`config.mk`:
```
export PLATFORM = sky130hd
export DESIGN_NAME = menu_select_fsm_flat
export DESIGN_NICKNAME = d
export VERILOG_FILES = /design/src/rtl/menu_select_if.sv /design/src/rtl/menu_select_fsm.sv /design/src/flat_wrapper.sv
export SDC_FILE = /design/constraint.sdc
export NUM_CORES = 1
export LEC_CHECK = 0
export ABC_AREA = 1
export CAP_MARGIN = 30
export CELL_PAD_IN_SITES_DETAIL_PLACEMENT = 0
export CELL_PAD_IN_SITES_GLOBAL_PLACEMENT = 1
export CORE_UTILIZATION = 34
export CTS_CLUSTER_SIZE = 30
export DETAILED_ROUTE_END_ITERATION = 10
export PLACE_DENSITY = 0.84
export SLEW_MARGIN = 15
export SYNTH_ARGS = -nofsm -noshare
export SYNTH_HDL_FRONTEND = slang
export SYNTH_SLANG_ARGS = --single-unit
export TNS_END_PERCENT = 100
```
`constraint.sdc`:
```
create_clock -name pclk -period 2.5 [get_ports pclk]
set_input_delay 0.375 -clock pclk [delete_from_list [all_inputs] [get_ports pclk]]
set_output_delay 0.375 -clock pclk [all_outputs]
set_load 0.03 [all_outputs]
```
`src/rtl/menu_select_if.sv`:
```
// Menu controller bus: keyboard decoder inputs and renderer-facing outputs.
// The FSM uses the slave view; the keyboard/renderer side uses master.
interface menu_select_if #(
  parameter int XW = 11,
  parameter int YW = 10
);
  logic [7:0]    keycode;
  logic [5:0]    key;
  logic          title_visible;
  logic          car_select_visible;
  logic          control_select_visible;
  logic          track_visible;
  logic          arrow_visible;
  logic [XW-1:0] arrow_xpos;
  logic [YW-1:0] arrow_ypos;
  logic [3:0]    car;
  logic [3:0]    control;
  logic          lap_timer_start;
  logic          game_active;

  modport master (
    output keycode, key,
    input  title_visible, car_select_visible, control_select_visible,
           track_visible, arrow_visible, arrow_xpos, arrow_ypos,
           car, control, lap_timer_start, game_active
  );

  modport slave (
    input  keycode, key,
    output title_visible, car_select_visible, control_select_visible,
           track_visible, arrow_visible, arrow_xpos, arrow_ypos,
           car, control, lap_timer_start, game_active
  );
endinterface

```
`src/rtl/menu_select_fsm.sv`:
```
// Racer front-end menu: TITLE -> CAR_SEL -> CTRL_SEL -> GAME with wrap-around
// cursor navigation, ESC back-navigation and key edge detection.
// Optional: define MENU_AUTO_REPEAT_EN for auto-repeat of held LEFT/RIGHT
// in the select screens.
module menu_select_fsm #(
  parameter int          N_CARS       = 4,
  parameter int          N_CTRLS      = 2,
  parameter int          XW           = 11,
  parameter int          YW           = 10,
  parameter int          ARROW_X0     = 208,
  parameter int          ARROW_STEP   = 192,
  parameter int          CAR_ARROW_Y  = 480,
  parameter int          CTRL_ARROW_Y = 576,
  parameter logic [23:0] REPEAT_DLY   = 24'd6500000
) (
  input logic          pclk,
  input logic          rst_n,
  menu_select_if.slave bus
);

  typedef enum logic [1:0] {TITLE, CAR_SEL, CTRL_SEL, GAME} state_t;

  localparam logic [3:0] CAR_LAST  = 4'(N_CARS - 1);
  localparam logic [3:0] CTRL_LAST = 4'(N_CTRLS - 1);

  state_t     state;
  logic [3:0] car_cur, ctrl_cur;
  logic [5:0] key_prev;
  logic [7:0] keycode_prev;

  logic ev, ev_l, ev_r, ev_e, ev_x, any_ev;

  // Unsigned arrow position, truncated to XW bits.
  function automatic logic [XW-1:0] arrow_x(input logic [3:0] c);
    logic [31:0] t;
    t = 32'(ARROW_X0) + 32'(c) * 32'(ARROW_STEP);
    return t[XW-1:0];
  endfunction

`ifdef MENU_AUTO_REPEAT_EN
  state_t      state_q;
  logic [23:0] rpt_cnt;
  logic        rpt_hold, rpt_fire;

  // A held LEFT/RIGHT in a select screen counts toward a repeat event;
  // any key change or state change breaks the hold.
  always_comb begin
    rpt_hold = (state == CAR_SEL || state == CTRL_SEL) && (state == state_q) &&
               (key_prev == bus.key) &&
               (bus.key == 6'b000100 || bus.key == 6'b001000);
    rpt_fire = rpt_hold && (rpt_cnt == REPEAT_DLY - 24'd1);
  end

  // Repeat counter restarts after every fire and whenever the hold breaks.
  always_ff @(posedge pclk) begin
    if (!rst_n) begin
      rpt_cnt <= '0;
      state_q <= TITLE;
    end else begin
      state_q <= state;
      rpt_cnt <= (rpt_hold && !rpt_fire) ? rpt_cnt + 24'd1 : '0;
    end
  end
`else
  logic unused_rpt;
  assign unused_rpt = ^REPEAT_DLY;
`endif

  // Key event decode: rising edge of a single bit of a one-hot key value.
  always_comb begin
    ev     = $onehot(bus.key) && |(bus.key & ~key_prev);
    ev_l   = ev && bus.key[2];
    ev_r   = ev && bus.key[3];
    ev_e   = ev && bus.key[4];
    ev_x   = ev && bus.key[5];
    any_ev = (bus.keycode != 8'h00) && (keycode_prev == 8'h00);
`ifdef MENU_AUTO_REPEAT_EN
    ev_l   = ev_l || (rpt_fire && bus.key[2]);
    ev_r   = ev_r || (rpt_fire && bus.key[3]);
`endif
  end

  // Menu FSM; outputs are registered from the current (pre-edge) state.
  always_ff @(posedge pclk) begin
    if (!rst_n) begin
      state                      <= TITLE;
      car_cur                    <= '0;
      ctrl_cur                   <= '0;
      key_prev                   <= '0;
      keycode_prev               <= '0;
      bus.car                    <= '0;
      bus.control                <= '0;
      bus.title_visible          <= 1'b1;
      bus.car_select_visible     <= 1'b0;
      bus.control_select_visible <= 1'b0;
      bus.track_visible          <= 1'b0;
      bus.arrow_visible          <= 1'b0;
      bus.arrow_xpos             <= '0;
      bus.arrow_ypos             <= '0;
      bus.lap_timer_start        <= 1'b0;
      bus.game_active            <= 1'b0;
    end else begin
      key_prev     <= bus.key;
      keycode_prev <= bus.keycode;

      case (state)
        TITLE: if (any_ev) begin
          state   <= CAR_SEL;
          car_cur <= bus.car;
        end
        CAR_SEL: begin
          if (ev_e) begin
            bus.car  <= car_cur;
            ctrl_cur <= bus.control;
            state    <= CTRL_SEL;
          end else if (ev_x) state <= TITLE;
          else if (ev_r) car_cur <= (car_cur == CAR_LAST) ? 4'd0 : car_cur + 4'd1;
          else if (ev_l) car_cur <= (car_cur == 4'd0) ? CAR_LAST : car_cur - 4'd1;
        end
        CTRL_SEL: begin
          if (ev_e) begin
            bus.control <= ctrl_cur;
            state       <= GAME;
          end else if (ev_x) state <= CAR_SEL;
          else if (ev_r) ctrl_cur <= (ctrl_cur == CTRL_LAST) ? 4'd0 : ctrl_cur + 4'd1;
          else if (ev_l) ctrl_cur <= (ctrl_cur == 4'd0) ? CTRL_LAST : ctrl_cur - 4'd1;
        end
        default: if (ev_x) state <= TITLE;
      endcase

      bus.title_visible          <= (state == TITLE);
      bus.car_select_visible     <= (state == CAR_SEL);
      bus.control_select_visible <= (state == CTRL_SEL);
      bus.track_visible          <= (state == GAME);
      bus.arrow_visible          <= (state == CAR_SEL) || (state == CTRL_SEL);
      bus.game_active            <= (state == GAME);
      // Fires on the first cycle game_active rises.
      bus.lap_timer_start        <= (state == GAME) && !bus.game_active;
      case (state)
        CAR_SEL: begin
          bus.arrow_xpos <= arrow_x(car_cur);
          bus.arrow_ypos <= YW'(CAR_ARROW_Y);
        end
        CTRL_SEL: begin
          bus.arrow_xpos <= arrow_x(ctrl_cur);
          bus.arrow_ypos <= YW'(CTRL_ARROW_Y);
        end
        default: begin
          bus.arrow_xpos <= '0;
          bus.arrow_ypos <= '0;
        end
      endcase
    end
  end

endmodule

```
`src/flat_wrapper.sv`:
```
// flat-port wrapper written by rule: the top's interface ports become plain ports
module menu_select_fsm_flat 
#(
  parameter int          N_CARS       = 4,
  parameter int          N_CTRLS      = 2,
  parameter int          XW           = 11,
  parameter int          YW           = 10,
  parameter int          ARROW_X0     = 208,
  parameter int          ARROW_STEP   = 192,
  parameter int          CAR_ARROW_Y  = 480,
  parameter int          CTRL_ARROW_Y = 576,
  parameter logic [23:0] REPEAT_DLY   = 24'd6500000
)
  (pclk, rst_n, bus_keycode, bus_key, bus_title_visible, bus_car_select_visible, bus_control_select_visible, bus_track_visible, bus_arrow_visible, bus_arrow_xpos, bus_arrow_ypos, bus_car, bus_control, bus_lap_timer_start, bus_game_active);
  menu_select_if #(.XW(XW), .YW(YW)) bus_i ();
  input logic pclk;
  input logic rst_n;
  input wire logic [$bits(bus_i.keycode)-1:0] bus_keycode;
  input wire logic [$bits(bus_i.key)-1:0] bus_key;
  output wire logic [$bits(bus_i.title_visible)-1:0] bus_title_visible;
  output wire logic [$bits(bus_i.car_select_visible)-1:0] bus_car_select_visible;
  output wire logic [$bits(bus_i.control_select_visible)-1:0] bus_control_select_visible;
  output wire logic [$bits(bus_i.track_visible)-1:0] bus_track_visible;
  output wire logic [$bits(bus_i.arrow_visible)-1:0] bus_arrow_visible;
  output wire logic [$bits(bus_i.arrow_xpos)-1:0] bus_arrow_xpos;
  output wire logic [$bits(bus_i.arrow_ypos)-1:0] bus_arrow_ypos;
  output wire logic [$bits(bus_i.car)-1:0] bus_car;
  output wire logic [$bits(bus_i.control)-1:0] bus_control;
  output wire logic [$bits(bus_i.lap_timer_start)-1:0] bus_lap_timer_start;
  output wire logic [$bits(bus_i.game_active)-1:0] bus_game_active;
  assign bus_i.keycode = bus_keycode;
  assign bus_i.key = bus_key;
  assign bus_title_visible = bus_i.title_visible;
  assign bus_car_select_visible = bus_i.car_select_visible;
  assign bus_control_select_visible = bus_i.control_select_visible;
  assign bus_track_visible = bus_i.track_visible;
  assign bus_arrow_visible = bus_i.arrow_visible;
  assign bus_arrow_xpos = bus_i.arrow_xpos;
  assign bus_arrow_ypos = bus_i.arrow_ypos;
  assign bus_car = bus_i.car;
  assign bus_control = bus_i.control;
  assign bus_lap_timer_start = bus_i.lap_timer_start;
  assign bus_game_active = bus_i.game_active;
  menu_select_fsm #(.N_CARS(N_CARS), .N_CTRLS(N_CTRLS), .XW(XW), .YW(YW), .ARROW_X0(ARROW_X0), .ARROW_STEP(ARROW_STEP), .CAR_ARROW_Y(CAR_ARROW_Y), .CTRL_ARROW_Y(CTRL_ARROW_Y), .REPEAT_DLY(REPEAT_DLY)) u_core (.pclk(pclk), .rst_n(rst_n), .bus(bus_i));
endmodule
```
==> results.py <==
metrics = {
    "status": {
        "status": "finished, final reports clean",
    },
    "yosys": {
        "synth.most_common_cell": "nand2_1",
        "yosys.area.top_type": "dfxtp_1",
        "synth.distinct_cells": 31,
        "netlist_area_um2": 2714,
        "synth_edf_count": 0,
        "yosys_warnings": 0,
        "yosys-top-cells-count": "nand2_1 (106), inv_1 (53), nor2_1 (46)",
        "netlist_instances": 382,
        "async_flop_share_pct": 0,
        "synth.area.top_cells": "dfxtp_1 (32%), nand2_1 (15%), ha_1 (11%)",
        "synth_top_area_share_pct": 31.72,
        "synth_ff_type": "dfxtp_1",
        "ys_seq_area_share_pct": 31.72,
        "ys_ff_latch": 43,
        "avgSynthCellArea_um2": 7.104,
    },
    "critical_path": {
        "worstSetupPathType": "input pin to register",
        "timing.rr.end": "u_core.bus.arrow_xpos[10]$_SDFF_PN0_",
        "reg2reg_from": "u_core.ctrl_cur[0]$_SDFFE_PN0P_",
        "slowest_stage": "fa_1",
        "critPathCapture": "u_core.bus.control[3]$_SDFFE_PN0P_",
        "cpPeakStageDelay_ns": 0.44,
        "r2r_slack_ns": 0.50,
        "crit_arrival_ns": 2.54,
        "cp-end-kind": "register",
        "path_max_fanout": 6,
        "crit_start": "bus_key[0]",
        "rr_worst_depth": 9,
        "required_ns": 2.69,
        "crit_chain": "clkdlybuf4s15_1 > ha_4 > fa_1 > ha_1 > nor2_1 > nand2_1 > nor2_4 > buf_12 > buf_4 > nand4_4 > buf_12 > a21oi_1 > nor2_1",
        "critPathLaunchType": "input pin",
    },
    "routing": {
        "dr.pass1.iters": 4,
        "vias": 2364,
        "wl_per_cell_um": 10.43,
        "postRouteAntennaNets": 0,
        "drc": 0,
        "drtIter0Drc": 101,
        "avgViaCountPerCell": 4.427,
        "routed_wl_mm": 5.571,
    },
    "floorplan": {
        "initial_core_util_pct": 35.12,
        "die-area_um2": 8343,
        "rows": 32,
        "dieWidth_um": 91.34,
        "die_h_um": 91.34,
        "io_pins": 52,
        "core_area_um2": 7727,
    },
    "run": {
        "cap_viol_max_count": 0,
    },
    "global_route": {
        "antenna_found_initial": 0,
        "grt_pass1_vias": 2177,
        "grt_overflow": 0,
        "grt_usage_pct": 14.08,
        "grt_max_degree": 28,
        "grt_pass1_wl_mm": 9.556,
    },
    "cts": {
        "numClockSinks": 43,
        "clk_latency_ns": 0.30,
        "cts_tree": "built",
        "cts_buffers": 5,
        "cts_root_buf": "clkbuf_8",
        "clk_pin_slew_worst_paths_ns": 0.09,
        "cts_max_level": 2,
        "cts_buffer_depth": 2,
    },
    "timing": {
        "fin_setup_tns_ns": 0,
        "worst_slack_ns": 0.1484,
        "fmax_mhz": 425.2,
        "period_needed_ns": 2.352,
        "worstMarginPinSlew_ns": 0.5530,
        "fin_skew_ns": 0.002960,
        "finalSetupViolCount": 0,
        "rsz0062_at_grt": "no",
        "post-route-period-util_pct": 94.06,
        "drv_slew": 0,
        "final_hold_viol_count": 0,
        "relSlewSlack_pct": 63.13,
    },
    "power": {
        "powerDensity_nw_per_um2": 662.0,
        "vdd_ir_drop_max_uv": 221.9,
        "leakagePower_nw": 1.649,
    },
    "placed_design": {
        "hpwl_mm": 4.360,
        "gp_congestion": 0.8859,
        "port_buffers": 41,
        "dp.cells": 522,
        "dpl_worst_slack_ns": -0.5202,
    },
    "final_layout": {
        "nFillCells": 768,
        "antenna_cells": 0,
        "drive_gt1_share_pct": 11.11,
        "final_net_count": 475,
        "multi_input_area_um2": 1579,
        "fin_cells": 534,
        "regArea_um2": 860.8,
        "area_growth_pct": 26.28,
    },
    "hold_path": {
        "hp-class": "input pin to register",
    },
}
stage by stage:
step	power [W]	utilization, %	cell area, um^2	hold WS (ns)
floorplan	0.001474	-	2748	0.4685
global placement	0.001670	41.69	3222	0.4264
CTS	0.002268	43.64	3372	0.4531
global route	0.002453	44.35	3427	0.4238
finish	0.002269	44.35	3427	0.4247
detailed placement	0.001671	41.69	3222	0.4327
layer usage:
layer  up-vias  track usage [%]  share of wire (%)
li1       1253                -                  -
met4         0            4.365                1.3
met2        51            25.69                 50
met3         7            2.513                3.5
met1      1053            16.62                 45
met5         -                0                  0
area by class of cell:
class / count / area share, %
multi-input combinational: 269 / 46.08
sequential: 43 / 25.12
timing repair buffer: 56 / 15.52
inverter: 56 / 6.207
tap: 102 / 3.724
clock buffer: 5 / 2.008
clock inverter: 3 / 1.351
timing repair:
action | CTS | global route
gates resized for setup | 13 | 19
hold buffers | 0 | 0
endpoints found under the setup margin | 18 | 17
pin swaps | 5 | 9
buffers inserted | 1 | 3
worst max-delay path, delay by kind of cell:
| kind | cells | cell delay (ns) |
|---|---|---|
| AND/OR/NAND/NOR | 5 | 0.48 |
| buffers and inverters | 4 | 0.63 |
| adder cells (fa/ha/maj) | 3 | 0.92 |
| AO/OA/AOI/OAI | 1 | 0.14 |
flip-flops by register name, summed over array words and instances (netlist names), 3 cells and up:
signal and flops:
u_core.bus.car 4, u_core.key_prev 6, u_core.bus.arrow_ypos 3, u_core.ctrl_cur 4
u_core.keycode_prev 8, u_core.bus.control 4, u_core.bus.arrow_xpos 5, u_core.car_cur 4
kinds of logic after synthesis:
group,after synthesis,share of synthesized area [%]
AOI/OAI and AO/OA,43,8.437
and+or+nand+nor,182,30.15
other,1,0.1382
xor gates and xnor gates,6,1.936
DFF,43,31.72
buffers and inverters,79,13.60
adders and majority gates,28,14.02
worst min-delay path by stage:
stage,from,slack [ns],to,depth (start not counted)
final,bus_key[2],0.42,u_core.key_prev[2]$_SDFF_PN0_,4
after floorplan,bus_key[0],0.47,u_core.key_prev[0]$_SDFF_PN0_,2
after detailed placement,u_core.bus.game_active$_SDFF_PN0_,0.43,u_core.bus.lap_timer_start$_SDFF_PN0_,1
after global routing,bus_key[2],0.42,u_core.key_prev[2]$_SDFF_PN0_,4
after global placement,u_core.bus.game_active$_SDFF_PN0_,0.43,u_core.bus.lap_timer_start$_SDFF_PN0_,1
after CTS,u_core.bus.game_active$_SDFF_PN0_,0.45,u_core.bus.lap_timer_start$_SDFF_PN0_,1
cell usage in the layout (no fill, tap or decap), types with 2 or more instances in the layout:
| cell type | n |
|---|---|
| clkbuf_2 | 4 |
| ha_4 | 3 |
| o21ai_0 | 17 |
| o21ai_1 | 3 |
| nor2_1 | 46 |
| nand4_4 | 2 |
| nand3_4 | 3 |
| conb_1 | 10 |
| clkdlybuf4s15_1 | 2 |
| nand3_2 | 2 |
| ha_1 | 21 |
| buf_4 | 12 |
| nor4_1 | 2 |
| clkdlybuf4s50_1 | 35 |
| nand2_1 | 106 |
| fa_1 | 3 |
| dfxtp_1 | 43 |
| clkbuf_8 | 5 |
| clkinv_1 | 2 |
| buf_12 | 2 |
| nand3_1 | 13 |
| nand2_4 | 2 |
| a21oi_1 | 20 |
| inv_1 | 52 |
| xor2_1 | 5 |
where the power goes:
part	total (W)	switching [W]	internal (W)
clock	0.000558	0.000257	0.000301
sequential	0.000791	0.0000462	0.000745
combinational	0.000920	0.000560	0.000360
Note: power is estimated with default switching activity, not from simulation.
